File: src/rtl/seq_run_ctrl.sv
// seq_run_ctrl: run controller in front of sequence_ctr and the PA command
// sequence memory. Owns the shadow configuration, the memory write port and
// ctr_en. Optional run abort is enabled by defining SEQ_ABORT_EN.
module seq_run_ctrl #(
  parameter int unsigned DATA_W      = 16,
  parameter int unsigned CNT_W       = 16,
  parameter int unsigned HOLDOFF_CYC = 8
) (
  input  logic              clk,
  input  logic              rst,
  input  logic              cfg_we,
  input  logic [6:0]        cfg_end_addr,
  input  logic [11:0]       cfg_time_gap,
  input  logic [CNT_W-1:0]  cfg_cmd_count,
  input  logic              mem_wr_req,
  input  logic [6:0]        mem_wr_addr,
  input  logic [DATA_W-1:0] mem_wr_data,
  output logic              mem_wr_ack,
  output logic              mem_we,
  output logic [6:0]        mem_addr,
  output logic [DATA_W-1:0] mem_din,
  input  logic              start,
  input  logic              abort,
  input  logic              manchester_wren,
  output logic              ctr_en,
  output logic [6:0]        seq_end_addr,
  output logic [11:0]       time_gap,
  output logic              busy,
  output logic              done,
  output logic              aborted,
  output logic              cfg_err,
  output logic [CNT_W-1:0]  cmds_sent
);

  localparam int unsigned HOLD_W = $clog2(HOLDOFF_CYC + 1);

  localparam logic [1:0] S_IDLE    = 2'd0;
  localparam logic [1:0] S_RUN     = 2'd1;
  localparam logic [1:0] S_HOLDOFF = 2'd2;

  logic [1:0]        state;
  logic [1:0]        state_nxt;
  logic [CNT_W-1:0]  cmd_count;
  logic [HOLD_W-1:0] hold_cnt;
  logic              abort_flag;
  logic              abort_hit;
  logic              terminal;
  logic              wr_accept;

`ifdef SEQ_ABORT_EN
  assign abort_hit = (state == S_RUN) && abort;
`else
  logic unused_abort;
  assign unused_abort = abort;
  assign abort_hit    = 1'b0;
`endif

  // Last command of the run: either the programmed count or single-shot mode.
  assign terminal = (state == S_RUN) && manchester_wren &&
                    ((cmds_sent == cmd_count - CNT_W'(1)) || (seq_end_addr == 7'd0));

  // Dropped in the terminal cycle itself so sequence_ctr cannot issue one more.
  assign ctr_en = (state == S_RUN) && !terminal;

  assign busy = (state != S_IDLE);

  // Start has priority over a pending write; ack high blocks back-to-back accepts.
  assign wr_accept = (state == S_IDLE) && !start && mem_wr_req && !mem_wr_ack;

  // Next-state decode.
  always_comb begin
    state_nxt = state;
    case (state)
      S_IDLE:    if (start) state_nxt = S_RUN;
      S_RUN:     if (terminal || abort_hit) state_nxt = S_HOLDOFF;
      S_HOLDOFF: if (hold_cnt == '0) state_nxt = S_IDLE;
      default:   state_nxt = S_IDLE;
    endcase
  end

  // State register.
  always_ff @(posedge clk) begin
    if (rst) state <= S_IDLE;
    else     state <= state_nxt;
  end

  // Shadow config, write port, command counter, holdoff timer and status pulses.
  always_ff @(posedge clk) begin
    if (rst) begin
      seq_end_addr <= 7'd0;
      time_gap     <= 12'd1;
      cmd_count    <= CNT_W'(1);
      cmds_sent    <= '0;
      hold_cnt     <= '0;
      abort_flag   <= 1'b0;
      mem_we       <= 1'b0;
      mem_wr_ack   <= 1'b0;
      mem_addr     <= 7'd0;
      mem_din      <= '0;
      done         <= 1'b0;
      aborted      <= 1'b0;
      cfg_err      <= 1'b0;
    end else begin
      mem_we     <= 1'b0;
      mem_wr_ack <= 1'b0;
      done       <= 1'b0;
      aborted    <= 1'b0;
      cfg_err    <= (state != S_IDLE) && (cfg_we || start);

      if ((state == S_IDLE) && cfg_we) begin
        seq_end_addr <= cfg_end_addr;
        time_gap     <= (cfg_time_gap == 12'd0) ? 12'd1 : cfg_time_gap;
        cmd_count    <= (cfg_cmd_count == '0) ? CNT_W'(1) : cfg_cmd_count;
      end

      if (wr_accept) begin
        mem_we     <= 1'b1;
        mem_wr_ack <= 1'b1;
        mem_addr   <= mem_wr_addr;
        mem_din    <= mem_wr_data;
      end

      if ((state == S_IDLE) && start) begin
        cmds_sent  <= '0;
        abort_flag <= 1'b0;
      end

      if ((state == S_RUN) && manchester_wren && (cmds_sent != '1))
        cmds_sent <= cmds_sent + CNT_W'(1);

      if ((state == S_RUN) && (state_nxt == S_HOLDOFF)) begin
        hold_cnt   <= HOLD_W'(HOLDOFF_CYC - 1);
        abort_flag <= abort_hit;
      end

      if (state == S_HOLDOFF) begin
        if (hold_cnt == '0) begin
          done    <= 1'b1;
          aborted <= abort_flag;
        end else begin
          hold_cnt <= hold_cnt - HOLD_W'(1);
        end
      end
    end
  end

endmodule

File: config.mk
export PLATFORM = sky130hd
export DESIGN_NAME = seq_run_ctrl
export DESIGN_NICKNAME = d
export VERILOG_FILES = /design/src/rtl/seq_run_ctrl.sv
export SDC_FILE = /design/constraint.sdc
export NUM_CORES = 1
export LEC_CHECK = 0
export BUFFER_PORTS_ARGS = -buffer_cell sky130_fd_sc_hd__buf_2
export CORE_MARGIN = 2
export CORE_UTILIZATION = 50
export DETAILED_ROUTE_END_ITERATION = 10
export PLACE_DENSITY = 0.84
export SLEW_MARGIN = 10
export SYNTH_ARGS = -nofsm -noshare
export SYNTH_HDL_FRONTEND = slang
export SYNTH_SLANG_ARGS = --single-unit
File: constraint.sdc
create_clock -name clk -period 5.8 [get_ports clk]
set_clock_uncertainty 0.1 [all_clocks]
set_input_delay 0.87 -clock clk [delete_from_list [all_inputs] [get_ports clk]]
set_output_delay 0.87 -clock clk [all_outputs]
set_load 0.01 [all_outputs]
==> results of run 1 <==
[worst register-to-register path, stage by stage (launching register included)]
cell and delay (ns):
dfxtp_1 0.45, ha_1 0.23, and3_1 0.22, nand3_1 0.15, nor2_1 0.25, a31oi_2 0.25
a21oi_1 0.44, nor2_1 0.10, a211oi_1 0.24
[how the worst max path moves through the flow]
stage / from / endpoint / cells past startpoint
after floorplan: cmd_count[0] / ctr_en / 9
after global placement: manchester_wren / ctr_en / 8
after detailed placement: manchester_wren / ctr_en / 8
after CTS: cmd_count[0] / ctr_en / 10
after global routing: cmd_count[0] / ctr_en / 10
final: cmd_count[0] / ctr_en / 10
[cell usage after synthesis (2+ instances only)]
| master | n |
|---|---|
| clkbuf_1 | 20 |
| a2bb2oi_1 | 2 |
| nand3b_1 | 3 |
| a21oi_1 | 72 |
| inv_1 | 7 |
| dfxtp_1 | 83 |
| nand3_1 | 11 |
| xnor2_1 | 19 |
| ha_1 | 3 |
| nor2_1 | 34 |
| nand2b_1 | 3 |
| a31oi_1 | 5 |
| buf_2 | 3 |
| nor3b_1 | 4 |
| buf_4 | 2 |
| o22ai_1 | 2 |
| nand4_1 | 4 |
| nand2_1 | 122 |
| and2b_1 | 2 |
| xor2_1 | 9 |
| and3_1 | 9 |
| a211o_1 | 3 |
| a211oi_1 | 6 |
| nor3_1 | 6 |
| nor4_1 | 10 |
| nor3_2 | 2 |
| o21ai_0 | 9 |
[layout make-up]
class / count / share of cell area
timing repair buffer: 129 / 0.1415
sequential: 83 / 0.3613
clock buffer: 10 / 0.02775
tap: 99 / 0.02693
inverter: 7 / 0.005713
clock inverter: 4 / 0.01170
multi-input combinational: 360 / 0.4252
[state kept, by name (all words and copies together) (netlist names)]
register and flops:
cmd_count 16, cmds_sent 16, mem_din 16, time_gap 12
mem_addr 7, seq_end_addr 7, hold_cnt 4, state 2
cfg_err 1, done 1, mem_we 1
[layer usage]
layer / track usage / up-vias
met3: 0.06260 / 14
met5: 0 / -
met2: 0.4005 / 128
li1: - / 1854
met1: 0.2769 / 1662
met4: 0.08586 / 0
[report_power, final]
group / switching [uW] / internal (uW) / leakage, uW
sequential: 24.3 / 598 / 0.000677
clock: 205 / 195 / 0.0000844
combinational: 119 / 87.5 / 0.00126
[metrics by stage]
stage,hold slack (ns),total power (uW),instances
global placement,0.3390,834.3,678
finish,0.3545,1230,692
global route,0.3818,1293,692
detailed placement,0.3457,842.5,678
CTS,0.3578,1238,692
floorplan,0.3481,771.3,477
[cells by family after synthesis]
| group | count (synthesis) | synth area share |
|---|---|---|
| compound gates | 110 | 0.1723 |
| xor+xnor | 28 | 0.06507 |
| fa+ha+maj | 3 | 0.009961 |
| buf+inv | 34 | 0.04017 |
| flops | 83 | 0.4409 |
| mux | 1 | 0.003983 |
| other cells | 1 | 0.0009951 |
| simple gates | 217 | 0.2666 |
==> impl_metrics.ini, run 1 <==
[logic_synthesis]
synth_ff_type = dfxtp_1
synth_top_area_frac = 0.4409
syn_area_mm2 = 0.003769
synth-seq-area-share = 0.4409
synth_area_leaders = dfxtp_1, nand2_1, a21oi_1
synth_cells = 477
async_reset_ff_frac = 0
ys_ff_latch = 83
syn_avg_cell_area_um2 = 7.901
synth_top_area_cell = dfxtp_1
synth-edff-count = 0
synthDistinctLibCells = 49
ys_warn_count = 0
synth_fp_nets = 545

[worst_setup_path]
worstSetupPathType = flop to output pin
reg2reg_slack_ns = 3.27
crit_path_top_delay_cell = or4_4
path_cells = inv_1 > ha_1 > nor4b_4 > nand2_2 > or4_4 > nand3_1 > o31ai_1 > a41o_2 > nor3b_1 > buf_2
reg2reg_from = cmds_sent[0]
r2r_end = cmds_sent[10]
critPathTopFamily = simple AND/OR/NAND/NOR gates
start_kind = flop
crit_buf_inv = 2
critPathMaxStageDelay_ns = 0.43
cp-end-kind = output pin
worst_ep_arrival_time_ns = 2.62
r2r_cells = 8
cp_max_fo = 5
cp.required_ns = 4.83

[pwr]
ir_drop_mv = 0.1262
power_density_mw_per_mm2 = 267.3
leakagePower_uw = 0.002022

[clock_tree]
cts_tree = done
cts_resized = 0
clk_pin_slew_worst_paths_ns = 0.09
cts_htree_levels = 3
cts_hold_buf = 0
numCtsBuffers = 9
cts_num_sinks = 83
post_cts_buffers = 0
clockBufferDepth = 2
ctsRootBufferMaster = clkbuf_8
insertion_delay_ns = 0.35

[hold_path]
min_from = time_gap[2]
holdPathStages = 2
hold_path.class = flop to flop
worstHoldEndpoint = time_gap[2]

[sta]
rsz0062_at_grt = no
worst_slack_ns = 2.214
slew_violations = 0
setup_violations = 0
worst_slew_pin_slew_ns = 1.101
clock.fmax_mhz = 278.9
min_period_over_period = 0.6182
setup_tns_ns = 0
finalHoldViolCount = 0
finalCriticalPeriod_ns = 3.586
maxSlewHeadroom = 0.2661

[route]
wl_met2_mm = 4.725
avgViaCountPerCell = 5.286
wl_per_cell_um = 13.83
vias = 3658
highest_layer = met4
wl_met1_mm = 3.958
antenna_left = 0
dr_wl_met3_um = 739
drt_first_pass_iters = 4
drtIter0Drc = 162
drc = 0
finalWirelength_mm = 9.570

[job]
cap_violations = 0

[place]
place_ws_ns = 2.253
place_area_mm2 = 0.004418
gp_congestion = 0.9090
dp.final_hpwl_mm = 6.950
io_buffers = 127

[floorplan]
fp.coreArea_mm2 = 0.007292
ios = 130
start_util = 0.5168
std_cell_rows = 31
die_w_um = 90.82
dieArea_mm2 = 0.008247
die_h_um = 90.82

[cells_and_area]
seq_area_mm2 = 0.001662
multiInputGateArea_mm2 = 0.001956
post-route-util = 0.6307
n_fill_cell = 688
final_area_mm2 = 0.004599
layout_common_cells = buf_2, nand2_1, dfxtp_1, a21oi_1, nor2_1
nets = 658
drive_above_1_share = 0.2614
diodes = 0
final_common_cell = buf_2
area_growth_pct = 22.05

[global_route]
track_usage = 0.2323
grt_pass1_vias = 3518
grt_max_degree = 82
grt.overflow.total = 0
antenna_found_initial = 0
grt_pass1_wl_mm = 15.81

[run_status]
status = complete, no violations
Power figures use the tool's default switching activity.
==> run 2: changes to the inputs <==
--- a/config.mk
+++ b/config.mk
@@ -7,9 +7,9 @@
 export LEC_CHECK = 0
 export BUFFER_PORTS_ARGS = -buffer_cell sky130_fd_sc_hd__buf_2
 export CORE_MARGIN = 2
-export CORE_UTILIZATION = 50
+export CORE_UTILIZATION = 45
 export DETAILED_ROUTE_END_ITERATION = 10
-export PLACE_DENSITY = 0.84
+export PLACE_DENSITY = 0.8
 export SLEW_MARGIN = 10
 export SYNTH_ARGS = -nofsm -noshare
 export SYNTH_HDL_FRONTEND = slang
==> constraint.sdc (replaced) <==
create_clock -name clk -period 2.9 [get_ports clk]
set_clock_uncertainty 0.1 [all_clocks]
set_input_delay 0.435 -clock clk [delete_from_list [all_inputs] [get_ports clk]]
set_output_delay 0.435 -clock clk [all_outputs]
set_load 0.01 [all_outputs]
==> run 2 against run 1 <==
First-iteration DRC count decreased by 33%. Critical path type unchanged. Global-route usage down 1.2 points. Worst hold slack lost 0.14 ns. Cell count grew 2.9%. Count of clock-buffer cells in the layout up 1. The flow now finishes with violations (setup timing). Non-clock buffer count grew 12. Combinational power is 120% higher. Clock power grew 93%.
==> impl_metrics.ini, run 2 (synthesis results as in run 1) <==
[run_status]
status = finished with violations
failed_checks = setup timing

[floorplan]
start_util = 0.4610
dieArea_mm2 = 0.009123
std_cell_rows = 33
ios = 130
fp.coreArea_mm2 = 0.008175
die_w_um = 95.52
die_h_um = 95.52

[place]
dp.final_hpwl_mm = 7.327
gp_congestion = 0.8793
io_buffers = 127

[sta]
finalHoldViolCount = 0
min_period_over_period = 1.026
worst_slew_pin_slew_ns = 0.8324
worst_slack_ns = -0.07400
clock.fmax_mhz = 336.2
whs_ns = 0.2140
setup_tns_ns = -0.07400
slew_violations = 0
setup_violations = 1
finalCriticalPeriod_ns = 2.974
rsz0062_at_grt = yes
maxSlewHeadroom = 0.4435

[cells_and_area]
nets = 670
layout_common_cells = buf_2, nand2_1, dfxtp_1, a21oi_1, nor2_1
final_common_cell = buf_2
drive_above_1_share = 0.2949
n_fill_cell = 752
diodes = 0
top_regs = cmd_count: 16 flops, cmds_sent: 16 flops, mem_din: 16 flops
area_growth_pct = 26.56

[global_route]
grt_pass1_vias = 3556
grt_max_degree = 33
track_usage = 0.2204
grt.overflow.total = 0
grt_pass1_wl_mm = 15.75
antenna_found_initial = 1

[route]
drt_first_pass_iters = 4
antenna_left = 0
vias = 3830
avgViaCountPerCell = 5.379
drc = 0
finalWirelength_mm = 9.989
drtIter0Drc = 108
wl_per_cell_um = 14.03

[worst_setup_path]
reg2reg_from = cmds_sent[0]
critPathMaxStageDelay_ns = 0.40
cp-end-kind = output pin
start_kind = flop
cp.required_ns = 2.37
worst_ep_arrival_time_ns = 2.44
cp_max_fo = 7
crit_path_top_delay_cell = nor2_1
critPathLaunch = cmd_count[0]
crit_buf_inv = 1
path_cells = nor2_1 > and3_1 > a211o_1 > o311ai_4 > a2111oi_4 > a41o_2 > nor3b_2 > buf_2
worstSetupPathType = flop to output pin
critPathTopFamily = compound AO/OA/AOI/OAI gates

[clock_tree]
ctsRootBufferMaster = clkbuf_8
insertion_delay_ns = 0.35
cts_tree = done
cts_htree_levels = 3
clk_pin_slew_worst_paths_ns = 0.08
cts_num_sinks = 83
cts_hold_buf = 0
numCtsBuffers = 9
clockBufferDepth = 2

[hold_path]
hold_path.class = primary input to flop
min_from = mem_wr_data[12]

[pwr]
power_frac_seq = 0.505
ir_drop_mv = 0.2953
pwr-share-clk = 0.312
p_int_uw = 1732
leakagePower_uw = 0.002098
power_switching_uw = 739.8
switching_share = 0.2993
comb_power_share = 0.183
power_density_mw_per_mm2 = 518.3

[job]
cap_violations = 0
## run 2: cell type report
type / instances / area, um2 / share of cell area
clock buffers: 11 / 141.4 / 0.02964
clock inverters: 5 / 37.54 / 0.007870
inverters: 7 / 26.28 / 0.005509
multi-input cells: 360 / 2026 / 0.4247
flip-flops and latches: 83 / 1667 / 0.3494
well taps: 105 / 131.4 / 0.02754
repair buffers: 141 / 740.7 / 0.1553
## run 2: final timing paths
path         slack, ns  depth (start not counted)       endpoint
max              -0.07                          8         ctr_en
min               0.21                          3    mem_din[12]
max reg2reg       0.39                          8  cmds_sent[14]
min reg2reg       0.36                          2   time_gap[10]
## run 2: layer usage
layer  global-route usage  up-vias  part of all wire
met5                    0        -            0.0013
met4              0.09762        2             0.029
met3              0.07352       24             0.070
met2               0.3844      128              0.48
met1               0.2433     1791              0.42
li1                     -     1885                 -
## run 2: worst register-to-register path: cells and delay by family (launching register included)
kind	cells	cell delay (ns)
compound gates	4	1.03
simple gates	3	0.63
flops	1	0.44
fa+ha+maj	1	0.22
## run 2: metrics by stage
step | instances | cell area, um2 | util | worst slack, ns | total power, uW
6_report | 712 | 4770 | 0.5834 | -0.07400 | 2472
5_1_grt | 712 | 4770 | 0.5834 | -0.2345 | 2592
4_1_cts | 712 | 4735 | 0.5791 | -0.05101 | 2476
3_5_place_dp | 691 | 4478 | 0.5478 | 0.1272 | 1697
3_3_place_gp | 691 | 4478 | 0.5478 | 0.1665 | 1681
2_1_floorplan | 477 | 3769 | - | 0.2769 | 1543
## run 2: power groups by stage
stage               combinational (uW)  clock [uW]  sequential [uW]
global route                       504         831             1260
detailed placement                 425           0             1270
global placement                   413           0             1270
floorplan                          261           0             1280
CTS                                446         784             1250
finish                             453         771             1250
## run 2: what timing repair did
| item | 4_1_cts | 5_1_grt |
|---|---|---|
| endpoints found under the setup margin | 1 | 1 |
| gates resized for setup | 11 | 5 |
| setup buffers | 5 | 0 |
| pin swaps | 5 | 4 |
